$ cat config.mk
export PLATFORM = sky130hd
export DESIGN_NAME = garland_sched
export DESIGN_NICKNAME = d
export VERILOG_FILES = /design/src/rtl/garland_sched.sv
export SDC_FILE = /design/constraint.sdc
export NUM_CORES = 1
export LEC_CHECK = 0
export BUFFER_PORTS_ARGS = -buffer_cell sky130_fd_sc_hd__buf_2
export CAP_MARGIN = 30
export CELL_PAD_IN_SITES_DETAIL_PLACEMENT = 1
export CELL_PAD_IN_SITES_GLOBAL_PLACEMENT = 2
export CORE_AREA = 2 2 76 78
export CTS_BUF_LIST = sky130_fd_sc_hd__clkbuf_4
export CTS_CLUSTER_DIAMETER = 30
export DETAILED_ROUTE_END_ITERATION = 7
export DIE_AREA = 0 0 78 80
export PLACE_DENSITY = 0.87
export REMOVE_ABC_BUFFERS = 1
export SLEW_MARGIN = 5
export SYNTH_ARGS = -nofsm -noshare
export SYNTH_HDL_FRONTEND = slang
export SYNTH_SLANG_ARGS = --single-unit
export TNS_END_PERCENT = 30
$ cat constraint.sdc
create_clock -name clk -period 2.1 [get_ports clk]
set_clock_uncertainty 0.05 [all_clocks]
set_input_delay 0.105 -clock clk [delete_from_list [all_inputs] [get_ports clk]]
set_output_delay 0.105 -clock clk [all_outputs]
set_load 0.02 [all_outputs]
$ cat src/rtl/garland_sched.sv
// garland_sched: lamp step sequencer, mode button debouncer and
// red/green run-token arbiter for the garland lamp driver.
module garland_sched #(
   parameter int TICK_DIV = 25,
   parameter int W        = 5,
   parameter int DEB_LEN  = 4
) (
   input  logic         clk,
   input  logic         rst_n,
   input  logic         btn_mode,
   input  logic         pause,
   output logic [1:0]   mode,
   output logic [W-1:0] red,
   output logic [W-1:0] green,
   output logic         r_task,
   output logic         g_task,
   output logic         step
);
   localparam int PW = $clog2(TICK_DIV);
   localparam int IW = $clog2(W);
   localparam int DW = $clog2(DEB_LEN + 1);

   localparam logic [1:0] M_CHASE = 2'd0;
   localparam logic [1:0] M_PING  = 2'd1;
   localparam logic [1:0] M_OFF   = 2'd2;

   localparam logic [PW-1:0] PRE_MAX = PW'(TICK_DIV - 1);
   localparam logic [IW-1:0] POS_MAX = IW'(W - 1);
   localparam logic [DW-1:0] DEB_MAX = DW'(DEB_LEN - 1);
   localparam logic [W-1:0]  ONE     = W'(1);

   typedef enum logic [1:0] {IDLE, RED, GREEN} arb_t;

   logic          btn_s1, btn_s2;
   logic          deb, deb_q;
   logic [DW-1:0] deb_cnt;
   logic [PW-1:0] pre, pre_nxt;
   logic [IW-1:0] rpos, rpos_nxt;
   logic [IW-1:0] gpos, gpos_nxt;
   arb_t          arb, arb_nxt;
   logic [1:0]    mode_nxt;
   logic [W-1:0]  red_nxt, green_nxt;
   logic          r_nxt, g_nxt, step_nxt;
   logic          adv, run, tick;

   always_ff @(posedge clk or negedge rst_n) begin
      if (!rst_n) begin
         btn_s1  <= 1'b0;
         btn_s2  <= 1'b0;
         deb     <= 1'b0;
         deb_q   <= 1'b0;
         deb_cnt <= '0;
      end else begin
         btn_s1 <= btn_mode;
         btn_s2 <= btn_s1;
         deb_q  <= deb;
         if (btn_s2 == deb) begin
            deb_cnt <= '0;
         end else if (deb_cnt == DEB_MAX) begin
            deb     <= btn_s2;
            deb_cnt <= '0;
         end else begin
            deb_cnt <= deb_cnt + DW'(1);
         end
      end
   end

   // only the press edge of the debounced button advances the mode
   assign adv  = deb & ~deb_q;
   assign run  = (mode != M_OFF) && !pause;
   assign tick = run && (pre == PRE_MAX);

   always_comb begin
      mode_nxt  = mode;
      red_nxt   = red;
      green_nxt = green;
      r_nxt     = r_task;
      g_nxt     = g_task;
      step_nxt  = 1'b0;
      pre_nxt   = pre;
      rpos_nxt  = rpos;
      gpos_nxt  = gpos;
      arb_nxt   = arb;
      if (run)
         pre_nxt = tick ? '0 : pre + PW'(1);
      if (adv) begin
         mode_nxt  = (mode == M_OFF) ? M_CHASE : mode + 2'd1;
         red_nxt   = '0;
         green_nxt = '0;
         r_nxt     = 1'b0;
         g_nxt     = 1'b0;
         pre_nxt   = '0;
         rpos_nxt  = '0;
         gpos_nxt  = POS_MAX;
         arb_nxt   = IDLE;
      end else if (tick) begin
         step_nxt = 1'b1;
         if (mode == M_CHASE) begin
            red_nxt   = ONE << rpos;
            green_nxt = ONE << gpos;
            rpos_nxt  = (rpos == POS_MAX) ? '0 : rpos + IW'(1);
            gpos_nxt  = (gpos == '0) ? POS_MAX : gpos - IW'(1);
         end else if (mode == M_PING) begin
            case (arb)
               IDLE: begin
                  r_nxt     = 1'b1;
                  g_nxt     = 1'b0;
                  rpos_nxt  = POS_MAX;
                  red_nxt   = '0;
                  green_nxt = '0;
                  arb_nxt   = RED;
               end
               RED: begin
                  red_nxt   = ONE << rpos;
                  green_nxt = '0;
                  if (rpos == '0) begin
                     arb_nxt  = GREEN;
                     r_nxt    = 1'b0;
                     g_nxt    = 1'b1;
                     gpos_nxt = '0;
                  end else begin
                     rpos_nxt = rpos - IW'(1);
                  end
               end
               GREEN: begin
                  green_nxt = ONE << gpos;
                  red_nxt   = '0;
                  if (gpos == POS_MAX) begin
                     arb_nxt  = RED;
                     r_nxt    = 1'b1;
                     g_nxt    = 1'b0;
                     rpos_nxt = POS_MAX;
                  end else begin
                     gpos_nxt = gpos + IW'(1);
                  end
               end
               default: arb_nxt = IDLE;
            endcase
         end
      end
   end

   always_ff @(posedge clk or negedge rst_n) begin
      if (!rst_n) begin
         mode   <= M_CHASE;
         red    <= '0;
         green  <= '0;
         r_task <= 1'b0;
         g_task <= 1'b0;
         step   <= 1'b0;
         pre    <= '0;
         rpos   <= '0;
         gpos   <= POS_MAX;
         arb    <= IDLE;
      end else begin
         mode   <= mode_nxt;
         red    <= red_nxt;
         green  <= green_nxt;
         r_task <= r_nxt;
         g_task <= g_nxt;
         step   <= step_nxt;
         pre    <= pre_nxt;
         rpos   <= rpos_nxt;
         gpos   <= gpos_nxt;
         arb    <= arb_nxt;
      end
   end
endmodule
# [Yosys cells after proc, flatten, opt, wreduce, memory -nomap -nowiden]
# Index checks and enable logic that the tools add are counted.
[word_totals] reg_bits=35 out_inout_bits=15
[op_classes] n_bitwise=3 reduce_logical=25 n_shift=2 addsub=7 eq_ne=17 muxes=55
[op_table] op="5-bit two-way mux" count=11
[op_table] op="3-bit two-way mux" count=16
[op_table] op="5-bit one-hot mux with 2 select lines" count=2
[op_table] op="4-bit != test, second input constant" count=4
[op_table] op="4-bit nonzero test" count=4
[op_table] op="5-bit AND reduction" count=3
[op_table] op="1-bit two-way mux" count=14
[op_table] op="2-bit two-way mux" count=7
[op_table] op="1-bit by 3-bit left shift with 5-bit output, first input constant" count=2
[op_table] op="3-bit by 1-bit adder with 3-bit output, second input constant" count=3
[op_table] op="3-bit one-hot mux with 3 select lines" count=1
[op_table] op="3-bit equality test, second input constant" count=2
[op_table] op="3-bit zero test" count=2
[op_table] op="3-bit != test, second input constant" count=2
[op_table] op="1-bit one-hot mux with 3 select lines" count=2
[op_table] op="2-bit one-hot mux with 3 select lines" count=1
[op_table] op="3-bit one-hot mux with 2 select lines" count=1
[op_table] op="3-bit AND reduction" count=2
[op_table] op="6-bit AND reduction" count=1
[op_table] op="2-bit nonzero test" count=3
[op_table] op="3-bit by 1-bit subtractor with 3-bit output, second input constant" count=2
[op_table] op="5-bit by 1-bit adder with 5-bit output, second input constant" count=1
[op_table] op="5-bit equality test, second input constant" count=1
[op_table] op="5-bit nonzero test" count=1
[op_table] op="other kinds (14)" count=21

# [Depth between registers and ports, before layout]
[logic_depth] depth_word=7 mapped_depth=7 mapped_depth_nobuf=6

# [Least setup slack after synthesis]
# No wires, ideal clock.
[synth_path] kind="register to register" from="register gpos[0]" to="register rpos[0]" n_path_buf=1 period_less_slack_ns=1.869 setup_ns=0.078 setup_slack_ns=0.231 t_arrival_ns=1.741 stages_incl_launch_ff=8 cell_sequence="dfrtp_1 > inv_1 > ha_1 > buf_2 > a21boi_1 > o31a_1 > or4_1 > a21oi_1"
[synth_via] elab_chain_len=3
[synth_lines] item="start, declared" line="39" rtl="logic [IW-1:0] gpos, gpos_nxt;"
[synth_lines] item="start signal, assigned" line="164" rtl="gpos <= gpos_nxt;"
[synth_lines] item="3-bit equality test" line="128" rtl="if (gpos == POS_MAX) begin"
[synth_lines] item="4-bit != test (no source line)"
[synth_lines] item="5-bit AND reduction (no source line)"
[synth_lines] item="end signal, assigned" line="163" rtl="rpos <= rpos_nxt;"
[synth_lines] item="end, declared" line="38" rtl="logic [IW-1:0] rpos, rpos_nxt;"
# No other way between the ends.
# A chain may end at the register's enable or synchronous reset.

# [Worst setup path in the final report]
[layout_path] from="register arb[0]" to="register rpos[0]"
[layout_via] elab_chain_len=6 elab_cells_between_ends=12 cone_classes="eq/ne: 4; mux: 5; reduce/logical: 3"
[layout_lines] item="start, declared" line="40" rtl="arb_t arb, arb_nxt;"
[layout_lines] item="start signal, assigned" line="165" rtl="arb <= arb_nxt;"
[layout_lines] item="2-bit equality test (tied with other cells)" line="104" rtl="case (arb)"
[layout_lines] item="3-bit one-hot mux with 3 select lines" line="104"
[layout_lines] item="3-bit two-way mux" line="103" rtl="end else if (mode == M_PING) begin"
[layout_lines] item="3-bit two-way mux" line="98" rtl="if (mode == M_CHASE) begin"
[layout_lines] item="3-bit two-way mux" line="96" rtl="end else if (tick) begin"
[layout_lines] item="3-bit two-way mux" line="86" rtl="if (adv) begin"
# Several ways; a longest one is shown, not always the timed one. The select of a mux whose other input is x is not followed.

==> flow_summary.json <==
{
  "finalCritPeriodShare": 0.940,
  "antenna_found_initial": 0,
  "clock_sinks": 35,
  "area_delta_synth_final_pct": 17.3,
  "ys_types": 49,
  "boundaryPins": 19,
  "hold_viol": 0,
  "fillers": 624,
  "cts_buffers": 5,
  "fin_hold_ws_ps": 321,
  "wl_per_cell_um": 14.9,
  "drive_gt1_frac": 0.225,
  "htree_levels": 2,
  "yosys.area.top_type": "dfrtp_1",
  "path_clk_slew_ps": 120,
  "relSlewSlack": 0.474,
  "dpl_cell_area_sq_um": 2280,
  "synthTopCellsByArea": "dfrtp_1 41%, ha_1 12%, inv_1 3.1%",
  "rsz0062_at_grt": "false",
  "initial_core_util": 0.382,
  "p_leak_nw": 1.14,
  "vdd_drop_max_uv": 424,
  "setup_viol": 0,
  "place_congestion": 0.819,
  "worstSetupStartpointType": "register",
  "synthArstFlopShare": 1.00,
  "drc": 0,
  "min-delay-path-class": "primary input to async pin",
  "syn_area_per_cell_sq_um": 9.92,
  "slew_violations": 0,
  "vias": 1615,
  "postLayoutCellArea_sq_um": 2420,
  "drt_iter0_markers": 31,
  "num_rows": 27,
  "ys_seq_area_frac": 0.425,
  "drt_pre_antenna_iters": 4,
  "die-area_sq_um": 6240,
  "arrival_ps": 2200,
  "core_sq_um": 5410,
  "first_global_vias": 1687,
  "ant_nets": 0,
  "ys_warn_count": 0,
  "cp_max_fo": 5,
  "vias_per_cell": 5.18,
  "fmax_mhz": 506,
  "port_buffers": 18,
  "synth_flop_cell": "dfrtp_1",
  "status": "completed",
  "grt_max_degree": 36,
  "tritoncts": "built",
  "criticalPathCategory": "register to register",
  "clkLatencyLatePin_ps": 340,
  "finalNetCount": 263,
  "synth_top_area_frac": 0.412,
  "num_antenna_cells": 0,
  "power_density_nw_per_um2": 860,
  "fin_crit_ps": 1970,
  "crit_required_ps": 2320,
  "die_h_um": 80,
  "worst_pin_slew_ps": 789,
  "synth-edff-count": 0,
  "gr-usage-all-layers": 0.166,
  "maxCapViolCount": 0,
  "endpoint_kind": "register",
  "postSynthCellCount": 208,
  "syn-cell-area_sq_um": 2060,
  "power_w": 0.00208,
  "dieWidth_um": 78,
  "cts_root_buffer": "clkbuf_4",
  "tns_ps": 0,
  "hpwl_um": 3440,
  "ys_seq_elements": 35,
  "grt_pass1_wl_um": 8150,
  "grt_overflow_total": 0,
  "wl_um": 4660,
  "ctsLongestPathBuffers": 2
}
-- worst max-delay path, cell delays in order, from the launching register on --
cell and delay [ps]:
dfrtp_1 410, inv_1 100, ha_1 250, a21boi_1 140, o31a_1 330, or4_1 490
a21oi_1 140
-- cell type report --
cell class / instances / area, sq um / area share
clock buffer: 5 / 37.5 / 0.0155
inverter: 17 / 63.8 / 0.0264
clock inverter: 3 / 43.8 / 0.0181
multi-input combinational: 145 / 1080 / 0.447
sequential: 35 / 877 / 0.362
tap: 72 / 90.1 / 0.0372
timing repair buffer: 35 / 225 / 0.0931
-- state kept, by name, indices dropped and copies added, names as in the netlist --
register / flops
r_task: 1
g_task: 1
mode: 2
arb: 2
gpos: 3
deb_q: 1
btn_s1: 1
pre: 5
btn_s2: 1
red: 5
deb: 1
green: 5
rpos: 3
deb_cnt: 3
step: 1
-- power by group --
part           internal [W]  switching (W)
registers          0.000758       0.000121
clock network      0.000251       0.000250
logic              0.000287       0.000415
total               0.00130       0.000786
-- routing by layer --
layer	up-vias	wire [um]	GRT usage
li1	800	-	-
met1	794	2230	0.210
met2	17	2270	0.285
met3	4	90	0.0317
met4	0	60	0.0579
met5	-	0	0
-- cells in the final DEF (no fill, tap or decap), types with 4 or more instances in the layout --
cell type | netlist | layout
nor2_1 | 11 | 11
buf_2 | 4 | 18
nor3b_1 | 4 | 4
nor3_1 | 5 | 4
buf_4 | 2 | 14
clkbuf_4 | 0 | 5
nand2_1 | 15 | 15
ha_1 | 20 | 19
o21ai_0 | 12 | 12
inv_1 | 17 | 17
nand3_1 | 9 | 9
a21oi_1 | 12 | 12
dfrtp_1 | 34 | 34
mux2i_1 | 5 | 5
-- stage by stage --
| step | instances | setup WS [ps] | util |
|---|---|---|---|
| global route | 312 | 16.1 | 0.448 |
| CTS | 312 | 105 | 0.445 |
| finish | 312 | 125 | 0.448 |
| detailed placement | 299 | -18.7 | 0.422 |
| global placement | 299 | 30.6 | 0.422 |
| floorplan | 197 | 183 | - |
-- kinds of logic after synthesis --
logic type | count (synthesis) | share of synthesized area
xor gates and xnor gates | 3 | 0.0127
AOI/OAI and AO/OA | 49 | 0.169
adders and majority gates | 20 | 0.121
DFF | 35 | 0.425
buffers and inverters | 28 | 0.0570
muxes | 8 | 0.0406
and+or+nand+nor | 65 | 0.175
-- synth_stat cells (5+ instances only) --
cell type and number:
o21ai_0 12, clkbuf_1 5, nor2_1 11, a21oi_1 12
dfrtp_1 34, inv_1 17, nand3_1 9, nor3_1 5
mux2i_1 5, nand2_1 15, ha_1 20
-- what timing repair did --
item / CTS / global route
setup buffers: 2 / 0
gates resized for setup: 0 / 3
endpoints found under the hold margin: 36 / 0
hold buffers: 3 / 0
pin swaps: 1 / 0
setup endpoints to repair: 7 / 12
-- path summary, 6_finish.rpt --
check	startpoint	to	slack, ps	cells after the start
setup / recovery	arb[0]	rpos[0]	130	6
hold / removal	rst_n	pre[3]	320	2
setup reg to reg	arb[0]	rpos[0]	130	6
hold reg to reg	btn_s1	btn_s2	320	0
max in group asynchronous	rst_n	red[3]	1180	2
min in group clk	btn_s1	btn_s2	320	0
Power figures use the tool's default switching activity.
